===== config.mk =====
export PLATFORM = sky130hd
export DESIGN_NAME = mult_div_unit
export DESIGN_NICKNAME = d
export VERILOG_FILES = /design/src/rtl/mult_div_unit.sv
export SDC_FILE = /design/constraint.sdc
export NUM_CORES = 1
export LEC_CHECK = 0
export CAP_MARGIN = 5
export CORE_ASPECT_RATIO = 1.25
export CORE_UTILIZATION = 40
export DETAILED_ROUTE_END_ITERATION = 10
export GPL_TIMING_DRIVEN = 0
export SLEW_MARGIN = 20
export SYNTH_ARGS = -nofsm -noshare
export SYNTH_HDL_FRONTEND = slang
export SYNTH_SLANG_ARGS = --single-unit
export TNS_END_PERCENT = 1

===== constraint.sdc =====
create_clock -name clk -period 6.4 [get_ports clk]
set_clock_uncertainty 0.1 [all_clocks]
set_input_delay 1.28 -clock clk [delete_from_list [all_inputs] [get_ports clk]]
set_output_delay 1.28 -clock clk [all_outputs]
set_load 0.05 [all_outputs]

===== src/rtl/mult_div_unit.sv =====
// mult_div_unit: multi-cycle integer multiply/divide for the execute stage.
// Shift-add multiply and restoring divide, one bit per clock. Operands are
// reduced to magnitudes at accept so both datapaths run unsigned; signs are
// re-applied in the FIX state, which also handles divide-by-zero.
module mult_div_unit #(
  parameter int WIDTH = 32
) (
  input  logic             clk,
  input  logic             rst,
  input  logic             start,
  input  logic [1:0]       op,
  input  logic [WIDTH-1:0] rs_data,
  input  logic [WIDTH-1:0] rt_data,
  output logic             busy,
  output logic             done,
  output logic [WIDTH-1:0] hi,
  output logic [WIDTH-1:0] lo,
  output logic             div_by_zero
);

  localparam int CW = (WIDTH > 1) ? $clog2(WIDTH) : 1;

  typedef enum logic [1:0] {
    IDLE = 2'd0,
    RUN  = 2'd1,
    FIX  = 2'd2
  } state_t;

  state_t           state, state_next;
  logic [CW-1:0]    cnt;
  logic [1:0]       op_q;
  logic             sign_a, sign_b;
  logic [WIDTH-1:0] a_q;      // |rs| (multiplicand / dividend magnitude)
  logic [WIDTH-1:0] b_q;      // |rt| (divisor magnitude)
  logic [WIDTH-1:0] acc_hi;   // product upper half / partial remainder
  logic [WIDTH-1:0] acc_lo;   // multiplier bits / dividend bits then quotient

  // Magnitude of an operand when the op treats it as signed, else raw.
  function automatic logic [WIDTH-1:0] mag(input logic [WIDTH-1:0] v, input logic is_signed);
    logic [WIDTH-1:0] r;
    if (is_signed && v[WIDTH-1]) r = -v;
    else                         r = v;
    return r;
  endfunction

  logic               op_signed;
  logic               is_div;
  logic [WIDTH:0]     mul_sum;
  logic [WIDTH:0]     div_shift;
  logic [WIDTH+1:0]   div_diff;
  logic               div_borrow;
  logic [2*WIDTH-1:0] prod_fix;
  logic [WIDTH-1:0]   quot_fix, rem_fix, raw_a;
  logic               dbz;

  assign op_signed = ~op[0];
  assign is_div    = op_q[1];

  // Per-iteration arithmetic and the final sign correction.
  always_comb begin
    mul_sum    = {1'b0, acc_hi} + {1'b0, a_q};
    div_shift  = {acc_hi, acc_lo[WIDTH-1]};
    div_diff   = {1'b0, div_shift} - {2'b00, b_q};
    div_borrow = div_diff[WIDTH+1];
    if (sign_a ^ sign_b) prod_fix = -{acc_hi, acc_lo};
    else                 prod_fix = {acc_hi, acc_lo};
    if (sign_a ^ sign_b) quot_fix = -acc_lo;
    else                 quot_fix = acc_lo;
    if (sign_a) begin
      rem_fix = -acc_hi;
      raw_a   = -a_q;
    end else begin
      rem_fix = acc_hi;
      raw_a   = a_q;
    end
    dbz = is_div && (b_q == {WIDTH{1'b0}});
  end

  // Next-state logic for the IDLE/RUN/FIX sequence.
  always_comb begin
    state_next = state;
    case (state)
      IDLE:    if (start) state_next = RUN;
               else       state_next = IDLE;
      RUN:     if (cnt == CW'(WIDTH-1)) state_next = FIX;
               else                     state_next = RUN;
      FIX:     state_next = IDLE;
      default: state_next = IDLE;
    endcase
  end

  // State register.
  always_ff @(posedge clk or posedge rst) begin
    if (rst) state <= IDLE;
    else     state <= state_next;
  end

  // Operand capture, iteration datapath and registered outputs.
  always_ff @(posedge clk or posedge rst) begin
    if (rst) begin
      cnt         <= {CW{1'b0}};
      op_q        <= 2'b00;
      sign_a      <= 1'b0;
      sign_b      <= 1'b0;
      a_q         <= {WIDTH{1'b0}};
      b_q         <= {WIDTH{1'b0}};
      acc_hi      <= {WIDTH{1'b0}};
      acc_lo      <= {WIDTH{1'b0}};
      busy        <= 1'b0;
      done        <= 1'b0;
      hi          <= {WIDTH{1'b0}};
      lo          <= {WIDTH{1'b0}};
      div_by_zero <= 1'b0;
    end else begin
      done <= 1'b0;
      case (state)
        IDLE: begin
          if (start) begin
            op_q   <= op;
            sign_a <= op_signed & rs_data[WIDTH-1];
            sign_b <= op_signed & rt_data[WIDTH-1];
            a_q    <= mag(rs_data, op_signed);
            b_q    <= mag(rt_data, op_signed);
            acc_hi <= {WIDTH{1'b0}};
            // Divide shifts the dividend out of acc_lo; multiply consumes multiplier bits.
            if (op[1]) acc_lo <= mag(rs_data, op_signed);
            else       acc_lo <= mag(rt_data, op_signed);
            cnt    <= {CW{1'b0}};
            busy   <= 1'b1;
          end else begin
            busy <= 1'b0;
          end
        end
        RUN: begin
          cnt <= cnt + 1'b1;
          if (is_div) begin
            if (!div_borrow) begin
              acc_hi <= div_diff[WIDTH-1:0];
              acc_lo <= {acc_lo[WIDTH-2:0], 1'b1};
            end else begin
              acc_hi <= div_shift[WIDTH-1:0];
              acc_lo <= {acc_lo[WIDTH-2:0], 1'b0};
            end
          end else begin
            if (acc_lo[0]) begin
              acc_hi <= mul_sum[WIDTH:1];
              acc_lo <= {mul_sum[0], acc_lo[WIDTH-1:1]};
            end else begin
              acc_hi <= {1'b0, acc_hi[WIDTH-1:1]};
              acc_lo <= {acc_hi[0], acc_lo[WIDTH-1:1]};
            end
          end
        end
        FIX: begin
          busy        <= 1'b0;
          done        <= 1'b1;
          div_by_zero <= dbz;
          if (dbz) begin
            lo <= {WIDTH{1'b1}};
            hi <= raw_a;
          end else if (is_div) begin
            lo <= quot_fix;
            hi <= rem_fix;
          end else begin
            lo <= prod_fix[WIDTH-1:0];
            hi <= prod_fix[2*WIDTH-1:WIDTH];
          end
        end
        default: begin
          busy <= 1'b0;
        end
      endcase
    end
  end

endmodule

==> run metrics <==
placed cell count=2748; DR vias=16800; initial antenna violation count=0; H-tree levels=1; kind of critical path=reg -> reg; die area=41500 um^2; Peak VDD IR=0.272 mV; GRT Total Usage=0.324; Compound-Gate Fraction of Synth Area=0.241; XOR/XNOR share of the synthesized area=0.106; Buf/Inv on CP=2; Worst Setup SP=acc_lo[0]; worst-margin pin slew=1070 ps; P&R area growth vs syn=18.8%; DPL Wire Length=55200 um; sequential share of power=0.223; Routed Antenna Nets=0; number of buffers created by CTS=24; mux share of post-synthesis cell area=0.0456; number of synthesized register bits=205; total core area=40100 um^2; buffer levels on the longest clock path=3; largest area contributor in the netlist=dfrtp_1; Max-Cap Viols=0; cts hold-fix bufs=0; hold_sp=hi[13]; sw power=6.19 mW; vias in the first global route=16100; worst r2r src=acc_lo[0]; CTS root buf=clkbuf_16; number of flops mapped to enable cells by yosys=0; ys flop type=dfrtp_1; Die Y=228 um; postcts setup bufs=0; WP data arrival=4890 ps; Yosys cell types=77; Worst-path clk slew=70 ps; TNS Setup=0 ps; yosys warns=0; share of cells above drive strength 1=0.0414; CTS tree=yes; Post-CTS Resized=0; Slew HR=0.289; Pint=5.67 mW; CP delay by family, top=simple AND/OR/NAND/NOR gates; top cells by area, synth=dfrtp_1 (32%), o21ai_0 (6.7%), nand2_1 (6.2%), xnor2_1 (5.6%), ha_1 (5.5%); Setup Viol. Count Final=0; Finished Layout Cells=2792; status=finished clean; Max stage delay on crit path=630 ps; largest family of logic cells by synthesized area=compound AO/OA/AOI/OAI gates; largest net degree at the start of global routing=34; Synth Cell Area=16300 um^2; Clock Sinks=205; ant diodes=0; FMAX=0.218 GHz; Combinational Power Share=0.651; P_leak=8.03 nW; first-pass GRT wire length=99700 um; Via density=6.02; Worst-Skew Late Latency=540 ps; sequential share of the synthesized area=0.315; required time worst endpoint=6700 ps; Synthesized Nets=2201; slowest CP cell=clkbuf_1; switching share of power=0.522; Setup WS pre-CTS=1300 ps; Startpoint Class=flip-flop; Initial Util=0.406; FP Rows=82; # nets final=2370; Worst setup EP type=flip-flop; wirelength, routed=67700 um; post-route minimum period=4590 ps; Overflow after GRT=0; Routed WL per cell=24.2 um; DRC=0; number of buffers added on ports=134; router iterations before antenna repair=6; fin worst setup slack=1810 ps; RSZ-0062 raised after global routing=no; 1st-iter DRT viols=1588; Simple-Gate Fraction of Synth Area=0.191; crit share post-route=0.718; HP Class=reg -> reg; Synth Area in Adders=0.0570; Critical Path, Cell by Cell=inv_1 -> clkbuf_1 -> ha_1 -> or4b_2 -> nor2b_1 -> nand4_1 -> nor2_1 -> nor2_1 -> nor2_1 -> a21oi_1 -> xor2_1 -> a22oi_1 -> o21ai_0; Chip Width=182 um; max-slew violations=0; Async S/R FF share, synth=1.00; Synth Instances=2059; crit-path most repeated cell=nor2_1; syn_area_per_cell=7.91 um^2; GP Congestion=0.981; IO Pins=136; pwr/cell area=613 nW/um^2; count of final hold-check violations=0; share of the synthesized area in the top cell type=0.315; maximum fanout along the worst path=10; clock share of power=0.126
[cells in the final DEF, fill, tap and decap left out, types with 9 or more instances in the layout]
cell type and n:
a211oi_1 13, a21o_1 35, a21oi_1 164, a22oi_1 13, a31oi_1 34, and2_1 13
and3_1 12, buf_1 12, clkbuf_1 109, clkbuf_16 25, clkdlybuf4s50_1 134, dfrtp_1 205
ha_1 71, inv_1 65, mux2_2 9, mux2i_1 64, nand2_1 270, nand2b_1 18
nand3_1 23, nand4_1 9, nor2_1 183, nor2b_1 14, nor3_1 43, nor4_1 25
o21a_1 10, o21ai_0 218, o21ai_1 12, o21bai_1 12, o221ai_1 31, o31ai_1 31
or3_1 29, or4_1 12, xnor2_1 105, xor2_1 92
[layer usage]
metal  share of wire  global-route usage  routed length, um
met1            0.41               0.401              27500
met2            0.48               0.552              32400
met3           0.051              0.0286               3470
met4           0.064               0.186               4340
met5               0                   0                  0
[final cells by class]
class | instances | area [um^2]
Multi-Input combinational cell | 1665 | 10400
Tap cell | 546 | 683
Fill cell | 4003 | 20800
Inverter | 67 | 255
Buffer | 122 | 462
Clock inverter | 14 | 188
Sequential cell | 205 | 5130
Timing Repair Buffer | 143 | 1510
Clock buffer | 30 | 674
[flip-flops by register name, summed over array words and instances (netlist names), 2 cells and up]
name / flops
a_q: 32
acc_hi: 32
acc_lo: 32
b_q: 32
cnt: 5
hi: 32
lo: 32
state: 2
[metrics by stage]
stage	util	hold WS [ps]	power (mW)	instance area [um^2]
finish	0.482	368	11.9	19400
global route	0.482	407	12.6	19400
CTS	0.482	369	11.7	19400
detailed placement	0.461	359	10.2	18500
global placement	0.456	357	10.1	18300
floorplan	-	349	7.74	16300
[worst register-to-register path: stages, from the launching register on]
cell and delay, ps:
dfrtp_1 480, inv_1 180, clkbuf_1 630, ha_1 330
or4b_2 620, nor2b_1 340, nand4_1 400, nor2_1 490
nor2_1 140, nor2_1 220, a21oi_1 110, xor2_1 150
a22oi_1 170, o21ai_0 110
[worst paths after layout]
kind                           to  slack, ps  cells past startpoint
max                        hi[24]       1810                     13
max reg2reg                hi[24]       1810                     13
max in group asynchronous  b_q[8]       3730                      7
min                        hi[13]        370                      2
min reg2reg                hi[13]        370                      2
min in group asynchronous  hi[20]       1000                      2
[cell families after synthesis]
logic type      Yosys count
compound gates          643
xor+xnor                197
flops                   205
mux                      73
buf+inv                 189
simple gates            679
fa+ha+maj                73
[power groups by stage]
stage	registers, mW	clock network (mW)	logic (mW)
floorplan	2.41	0	5.33
detailed placement	2.63	0	7.56
finish	2.64	1.50	7.72
CTS	2.61	1.51	7.61
global route	2.67	1.56	8.40
global placement	2.62	0	7.49
[Yosys cell counts, types with 3 or more instances]
cell type,number
o221ai_1,31
a22oi_1,13
mux2i_1,64
nand2_1,270
nor3_1,43
o311ai_0,3
nor2_1,183
a21oi_1,164
xor2_1,92
inv_1,66
a31oi_1,34
o21a_1,10
mux2_2,9
o211ai_1,8
nor4_1,26
nand4_1,9
a21boi_0,3
a221o_1,3
xnor2_1,105
a2111oi_0,4
nand2b_1,18
a211oi_1,13
o31ai_1,31
clkbuf_1,107
o21ai_1,12
dfrtp_1,205
ha_1,71
buf_1,12
and2_1,13
a31o_2,5
nand3_1,23
or3_1,29
o21ai_0,218
o21bai_1,12
and3_1,12
o41ai_1,7
and4_1,3
or2_2,8
or4_1,12
nor2b_1,14
o31a_1,5
a221oi_1,6
o22ai_1,3
buf_2,3
a21o_1,35
Note: power is estimated with default switching activity, not from simulation.
